$ cat src/rtl/delay_line_param.sv
// Parametrised multi-stage delay line for register-address fields and other control words.
// Each stage carries a valid tag. The output tap can be changed at run time, and the design tracks how many stages hold valid data.
module delay_line_param #(
  parameter int                 WIDTH     = 5,
  parameter int                 DEPTH     = 4,
  parameter bit                 NEG_EDGE  = 1'b1,
  parameter logic [WIDTH-1:0]   RESET_VAL = '0,
  localparam int                TAP_W     = (DEPTH > 1) ? $clog2(DEPTH) : 1,
  localparam int                CNT_W     = $clog2(DEPTH + 1)
) (
  input  logic             clk,
  input  logic             reset_n,
  input  logic             en,
  input  logic             flush,
  input  logic [WIDTH-1:0] a,
  input  logic             a_valid,
  input  logic [TAP_W-1:0] tap_sel,
  output logic [WIDTH-1:0] a_delayed,
  output logic             a_delayed_valid,
  output logic [CNT_W-1:0] occupancy
);

  logic [WIDTH-1:0] s_q [DEPTH];
  logic [WIDTH-1:0] s_d [DEPTH];
  logic [DEPTH-1:0] v_q, v_d;
  logic [CNT_W-1:0] occ_q, occ_d;

  // flush wins over en; a flush keeps the data words and clears only the valid tags
  always_comb begin
    s_d   = s_q;
    v_d   = v_q;
    occ_d = occ_q;
    if (flush) begin
      v_d   = '0;
      occ_d = '0;
    end else if (en) begin
      s_d[0] = a;
      v_d[0] = a_valid;
      for (int i = 1; i < DEPTH; i++) begin
        s_d[i] = s_q[i-1];
        v_d[i] = v_q[i-1];
      end
      occ_d = occ_q + CNT_W'(a_valid) - CNT_W'(v_q[DEPTH-1]);
    end
  end

  if (NEG_EDGE) begin : g_neg
    always_ff @(negedge clk or negedge reset_n) begin
      if (!reset_n) begin
        for (int i = 0; i < DEPTH; i++) s_q[i] <= RESET_VAL;
        v_q   <= '0;
        occ_q <= '0;
      end else begin
        s_q   <= s_d;
        v_q   <= v_d;
        occ_q <= occ_d;
      end
    end
  end else begin : g_pos
    always_ff @(posedge clk or negedge reset_n) begin
      if (!reset_n) begin
        for (int i = 0; i < DEPTH; i++) s_q[i] <= RESET_VAL;
        v_q   <= '0;
        occ_q <= '0;
      end else begin
        s_q   <= s_d;
        v_q   <= v_d;
        occ_q <= occ_d;
      end
    end
  end

  // Tap values past the last stage fall through to the default, which is the last stage.
  always_comb begin
    a_delayed       = s_q[DEPTH-1];
    a_delayed_valid = v_q[DEPTH-1];
    for (int i = 0; i < DEPTH - 1; i++) begin
      if (tap_sel == TAP_W'(i)) begin
        a_delayed       = s_q[i];
        a_delayed_valid = v_q[i];
      end
    end
  end

  assign occupancy = occ_q;

endmodule

$ cat config.mk
export PLATFORM = sky130hd
export DESIGN_NAME = delay_line_param
export DESIGN_NICKNAME = d
export VERILOG_FILES = /design/src/rtl/delay_line_param.sv
export SDC_FILE = /design/constraint.sdc
export NUM_CORES = 1
export LEC_CHECK = 0
export BUFFER_PORTS_ARGS = -buffer_cell sky130_fd_sc_hd__buf_4
export CAP_MARGIN = 20
export CORE_MARGIN = 4
export CORE_UTILIZATION = 58
export DETAILED_ROUTE_END_ITERATION = 6
export PLACE_DENSITY = 0.82
export RECOVER_POWER = 25
export SYNTH_ARGS = -nofsm -noshare
export SYNTH_HDL_FRONTEND = slang
export SYNTH_SLANG_ARGS = --single-unit
$ cat constraint.sdc
create_clock -name clk -period 3.7 [get_ports clk]
set_clock_uncertainty 0.15 [all_clocks]
set_input_delay 0.185 -clock clk [delete_from_list [all_inputs] [get_ports clk]]
set_output_delay 0.185 -clock clk [all_outputs]
set_load 0.05 [all_outputs]
; Yosys cells after proc, flatten, opt, wreduce, memory -nomap -nowiden
; Index checks and enable logic that the tools add are counted.
[classes]
bitwise = 1
n_eq_ne = 2
n_addsub = 2
n_reduce_logical = 3
muxes = 10
[op_table]
columns = cell, count
row1 = $mux W5, 3
row2 = $mux W4, 2
row3 = $mux W3, 2
row4 = $add A3 B1 Y3, 1
row5 = $mux W1, 3
row6 = $sub A3 B1 Y3, 1
row7 = $eq A2 B1 Y1 const B, 1
row8 = $eq A2 B2 Y1 const B, 1
row9 = $logic_not A2 Y1, 1
row10 = $reduce_and A2 Y1, 1
row11 = $reduce_bool A2 Y1, 1
row12 = $not A1 Y1, 1
[word_totals]
word_cells = 24
inputBits = 12
reg_bits = 27

; Longest topological paths before layout
; Gate-level depths: netlist (run 1).
[logic_depth]
word_depth = 4
ltp_mapped = 9
depth_no_buf = 9

==> flow_summary.toml, run 1 <==
[min_path]
hold_path_class = "flip-flop to flip-flop"

[cells_and_area]
area_growth_pct = 11.4
fillers = 175
design_area_sq_um = 1440
layout.nets = 159
drive_gt1_share_pct = 20.3
num_antenna_cells = 0

[logic_synthesis]
synth_top_area_cell = "dfrtn_1"
ys_types = 16
ys_top_cells_by_area = "dfrtn_1 (52%), nand2_1 (17%), mux4_2 (10%)"
yosysSeqAreaShare_pct = 52.4
syn_nets = 141
yosysWarnings = 0
synthCells = 126
syn_avg_cell_area_sq_um = 10.2
synth_area_sq_um = 1290
ys_ff_latch = 27
synth_top_area_share_pct = 52.4

[die]
core_sq_um = 2040
die_h_microns = 55.2
dieArea_sq_um = 3040
start_util_pct = 63.2
rows = 16
io_pins = 21
dieWidth_microns = 55.2

[cts]
cts_resized = 0
cts_buffer_depth = 2
clock-sinks = 27
clk_pin_slew_ns = 0.10
clkLatencyLatePin_ns = 0.31
cts-hold-fix-buffers = 0
h-tree-depth = 1
cts_root_buf = "clkbuf_4"
cts_inserted_buffers = 3
cts_setup_buffers = 0
cts_tree = "done"

[setup_path]
cp_slowest_cell = "mux4_2"
cp.depth = 2
cp-end-kind = "output pin"
required_ns = 3.37
cp_cell_sequence = "mux4_2 -> buf_4"
cp_max_fo = 3
path_class = "flip-flop to output pin"
slowest_delay_ns = 0.48
worst-path-buf-inv = 1
reg2reg_slack_ns = 1.52
r2r_cells = 9
worstReg2RegStart = "occupancy[0]$_DFFE_NN0P_"
startpoint = "v_q[3]$_DFFE_NN0P_"
cpLargestDelayFamily = "multiplexers"
start_kind = "flip-flop"
worstPathArrival_ns = 3.24
critPathCapture = "a_delayed_valid"
timing.rr.end = "occupancy[2]$_DFFE_NN0P_"

[grt]
grt_max_degree = 28
grt_overflow = 0
grt_usage_pct = 19.5
grt_pass1_wl_mm = 4.14
grt_pass1_vias = 927
antenna_found_initial = 0

[timing]
rsz0062_at_grt = "false"
hold_viol = 0
max_slew_margin_pct = 5.31
tns_ns = 0
holdWs_ns = 0.274
worst_pin_slew_ns = 1.42
setup_violations = 0
slew_violations = 0

[place]
dpl.hpwl_mm = 1.80
port_buffers = 20
place_area_sq_um = 1420
gp_congestion = 0.745

[status]
status = "complete, no violations"

[routing]
drcViolationCount = 0
wirelength_mm = 2.43
viasPerCell = 5.31
drt-wirelength-per-cell_microns = 14.3
ant_nets = 0
drtPass1Iterations = 4
drtIter0Drc = 18
vias = 903

[power]
vdd_drop_max_mv = 0.366
cellPowerDensity_nw_per_um2 = 458
p_leak_nw = 0.788

[job]
maxCapViolCount = 0
-- sequential cells by signal, indices dropped and copies added, names as in the netlist --
register	count
s_q	20
v_q	4
occupancy	3
-- placed cells by master, fill, tap and decap left out, drive strengths merged --
cell,count
xor2,1
clkbuf,5
fa,1
dfrtn,27
nand2,60
nor2b,1
mux2i,6
nor2,7
a31o,1
nand2b,2
inv,4
mux4,6
ha,2
buf,19
a21oi,1
-- synth_stat cells (all sizes together) --
| master | n |
|---|---|
| a21oi | 1 |
| a31o | 1 |
| buf | 7 |
| dfrtn | 27 |
| fa | 1 |
| ha | 2 |
| inv | 4 |
| mux2i | 6 |
| mux4 | 6 |
| nand2 | 60 |
| nand2b | 2 |
| nor2 | 7 |
| nor2b | 1 |
| xor2 | 1 |
-- where the power goes --
part           internal [W]  switching [W]
combinational     0.0000635       0.000103
clock             0.0000422      0.0000844
sequential         0.000339      0.0000274
total              0.000444       0.000215
-- worst reg2reg max path: stages, from the launching register on --
cell and delay, ns:
dfrtn_1 0.45, inv_1 0.06, ha_1 0.28, inv_1 0.06, ha_1 0.13, inv_1 0.05
fa_1 0.39, xor2_1 0.19, a21oi_1 0.09, a31o_1 0.18
-- layout make-up --
| cell class | count | area [sq um] | share of cell area [%] |
|---|---|---|---|
| Clock buffer | 4 | 26.3 | 1.83 |
| Inverter | 4 | 15.0 | 1.04 |
| Multi-Input combinational cell | 88 | 541 | 37.6 |
| Sequential cell | 27 | 676 | 47.0 |
| Tap cell | 27 | 33.8 | 2.35 |
| Timing Repair Buffer | 20 | 146 | 10.2 |
-- metal layers --
layer / wire, microns / track usage [%]
met3: 122 / 3.49
met4: 31 / 6.48
met5: 0 / 0
met2: 1210 / 33.1
met1: 1070 / 25.2
-- stage by stage --
stage	setup slack, ns	util [%]	std cells	power, W
detailed placement	0.230	69.3	166	0.000540
global route	0.0816	70.4	170	0.000699
floorplan	0.417	-	126	0.000489
CTS	0.123	70.6	170	0.000664
finish	0.123	70.4	170	0.000659
global placement	0.296	69.3	166	0.000530
-- kinds of logic (layout without fill, tap and decap cells) --
family | Yosys count | in the layout | synth area share, %
xor+xnor | 1 | 1 | 0.679
fa+ha+maj | 3 | 3 | 3.49
buf+inv | 11 | 28 | 5.72
mux | 12 | 12 | 15.1
simple gates | 70 | 70 | 21.5
flops | 27 | 27 | 52.4
compound gates | 2 | 2 | 1.07
-- worst min-delay path by stage --
stage / from / end / cells past startpoint
2_1_floorplan: s_q[0]$_DFFE_NN0P_ / s_q[0]$_DFFE_NN0P_ / 2
3_3_place_gp: s_q[4]$_DFFE_NN0P_ / s_q[4]$_DFFE_NN0P_ / 2
3_5_place_dp: s_q[4]$_DFFE_NN0P_ / s_q[4]$_DFFE_NN0P_ / 2
4_1_cts: s_q[4]$_DFFE_NN0P_ / s_q[4]$_DFFE_NN0P_ / 2
5_1_grt: s_q[4]$_DFFE_NN0P_ / s_q[4]$_DFFE_NN0P_ / 2
6_report: s_q[4]$_DFFE_NN0P_ / s_q[4]$_DFFE_NN0P_ / 2
No activity file was read; power rests on OpenSTA's default activity.
==> inputs of run 2 (changes only) <==
Settings changed: BUFFER_PORTS_ARGS -buffer_cell sky130_fd_sc_hd__buf_4 to default, CORE_ASPECT_RATIO from default to 1.25, CORE_UTILIZATION 58 to 60, DONT_BUFFER_PORTS from default to 1, PLACE_DENSITY 0.82 to 0.76, SLEW_MARGIN from default to 20.
==> flow_summary.toml, run 2 (synthesis gave the netlist of run 1 again) <==
[timing]
max_slew_margin_pct = 54.0
worst_pin_slew_ns = 0.690
holdWs_ns = 0.279
hold_viol = 0
setup_violations = 0
timing.final.ws_setup_ns = 0.178
tns_ns = 0
rsz0062_at_grt = "false"
slew_violations = 0

[setup_path]
worstReg2RegStart = "occupancy[0]$_DFFE_NN0P_"
slowest_delay_ns = 0.64
worstPathArrival_ns = 3.19
r2r_cells = 9
cpLargestDelayFamily = "multiplexers"
path_class = "flip-flop to output pin"
reg2reg_slack_ns = 1.23
cp_slowest_cell = "mux4_2"
timing.rr.end = "occupancy[2]$_DFFE_NN0P_"
required_ns = 3.37
worst-path-buf-inv = 0
cp-end-kind = "output pin"
cp_max_fo = 3
start_kind = "flip-flop"
cp_cell_sequence = "mux4_2"

[routing]
drtPass1Iterations = 4
drt-wirelength-per-cell_microns = 15.0
drtIter0Drc = 12
viasPerCell = 5.72
drcViolationCount = 0
vias = 818
wirelength_mm = 2.14
ant_nets = 0

[cts]
clkLatencyLatePin_ns = 0.30
cts_resized = 0
cts_setup_buffers = 0
cts_tree = "done"
clock-sinks = 27
clk_pin_slew_ns = 0.09
cts_inserted_buffers = 3
cts-hold-fix-buffers = 0
cts_root_buf = "clkbuf_4"
cts_buffer_depth = 2
h-tree-depth = 1

[grt]
grt_pass1_wl_mm = 3.73
grt_usage_pct = 16.8
antenna_found_initial = 0
grt_overflow = 0
grt_max_degree = 28
grt_pass1_vias = 843

[die]
core_sq_um = 2000
rows = 18
dieWidth_microns = 49.5
start_util_pct = 64.4
dieArea_sq_um = 2960
die_h_microns = 59.8
io_pins = 21

[min_path]
hold_path_class = "flip-flop to flip-flop"
hold_start = "s_q[4]$_DFFE_NN0P_"
min_path_cells = 2
hold_end = "s_q[4]$_DFFE_NN0P_"

[power]
p_int_w = 0.000422
p_switching_w = 0.000194
p_leak_nw = 0.691
seqPwrFrac_pct = 61.0
swShare_pct = 31.5
combPwrFrac_pct = 19.2
power_w = 0.000616
cellPowerDensity_nw_per_um2 = 480
vdd_drop_max_mv = 0.317
power.share.clock_pct = 19.9

[job]
maxCapViolCount = 0

[status]
status = "complete, no violations"

[cells_and_area]
final_common_cell = "nand2_1"
fillers = 157
area_growth_pct = -0.582
drive_gt1_share_pct = 8.13
design_area_sq_um = 1280
largest_reg_flops = 20
final_cell_mix = "nand2_1 (60), dfrtn_1 (27), nor2_1 (7)"
largest_register = "s_q"
num_antenna_cells = 0
layout.nets = 139

[place]
pre_cts_ws_ns = 0.344
port_buffers = 0
place_area_sq_um = 1260
dpl.hpwl_mm = 1.57
gp_congestion = 0.749
==> run 2: final cells by class <==
| cell class | count | area (sq um) | area share, % |
|---|---|---|---|
| sequential | 27 | 676 | 52.7 |
| inverter | 4 | 15.0 | 1.17 |
| multi-input combinational | 88 | 541 | 42.1 |
| clock buffer | 4 | 26.3 | 2.05 |
| tap | 20 | 25.0 | 1.95 |
==> run 2: power groups by stage <==
stage / clock [W] / combinational, W / sequential (W)
2_1_floorplan: 0 / 0.000118 / 0.000371
3_3_place_gp: 0 / 0.000116 / 0.000376
3_5_place_dp: 0 / 0.000120 / 0.000379
4_1_cts: 0.000126 / 0.000120 / 0.000375
5_1_grt: 0.000140 / 0.000131 / 0.000379
6_report: 0.000122 / 0.000118 / 0.000375
==> run 2: worst max path at each step <==
stage / start / endpoint / slack, ns / cells after the start
final: s_q[7]$_DFFE_NN0P_ / a_delayed[2] / 0.18 / 1
after global routing: v_q[0]$_DFFE_NN0P_ / a_delayed_valid / 0.14 / 1
after CTS: v_q[3]$_DFFE_NN0P_ / a_delayed_valid / 0.18 / 1
after detailed placement: a_valid / occupancy[2]$_DFFE_NN0P_ / 0.34 / 6
after global placement: a_valid / occupancy[2]$_DFFE_NN0P_ / 0.38 / 6
after floorplan: a_valid / occupancy[2]$_DFFE_NN0P_ / 0.42 / 6
==> run 2: through the flow <==
step           std cells  util [%]
2_1_floorplan        126         -
3_3_place_gp         139      62.7
3_5_place_dp         139      62.7
4_1_cts              143      64.0
5_1_grt              143      64.0
6_report             143      64.0
==> run 2: layer usage <==
layer  wire [microns]  track usage (%)  vias to the layer above
met5                0                0                        -
met4               31             6.72                        0
met3              113             3.74                        4
met2             1090             30.7                       22
met1              907             19.3                      400
li1                 -                -                      392
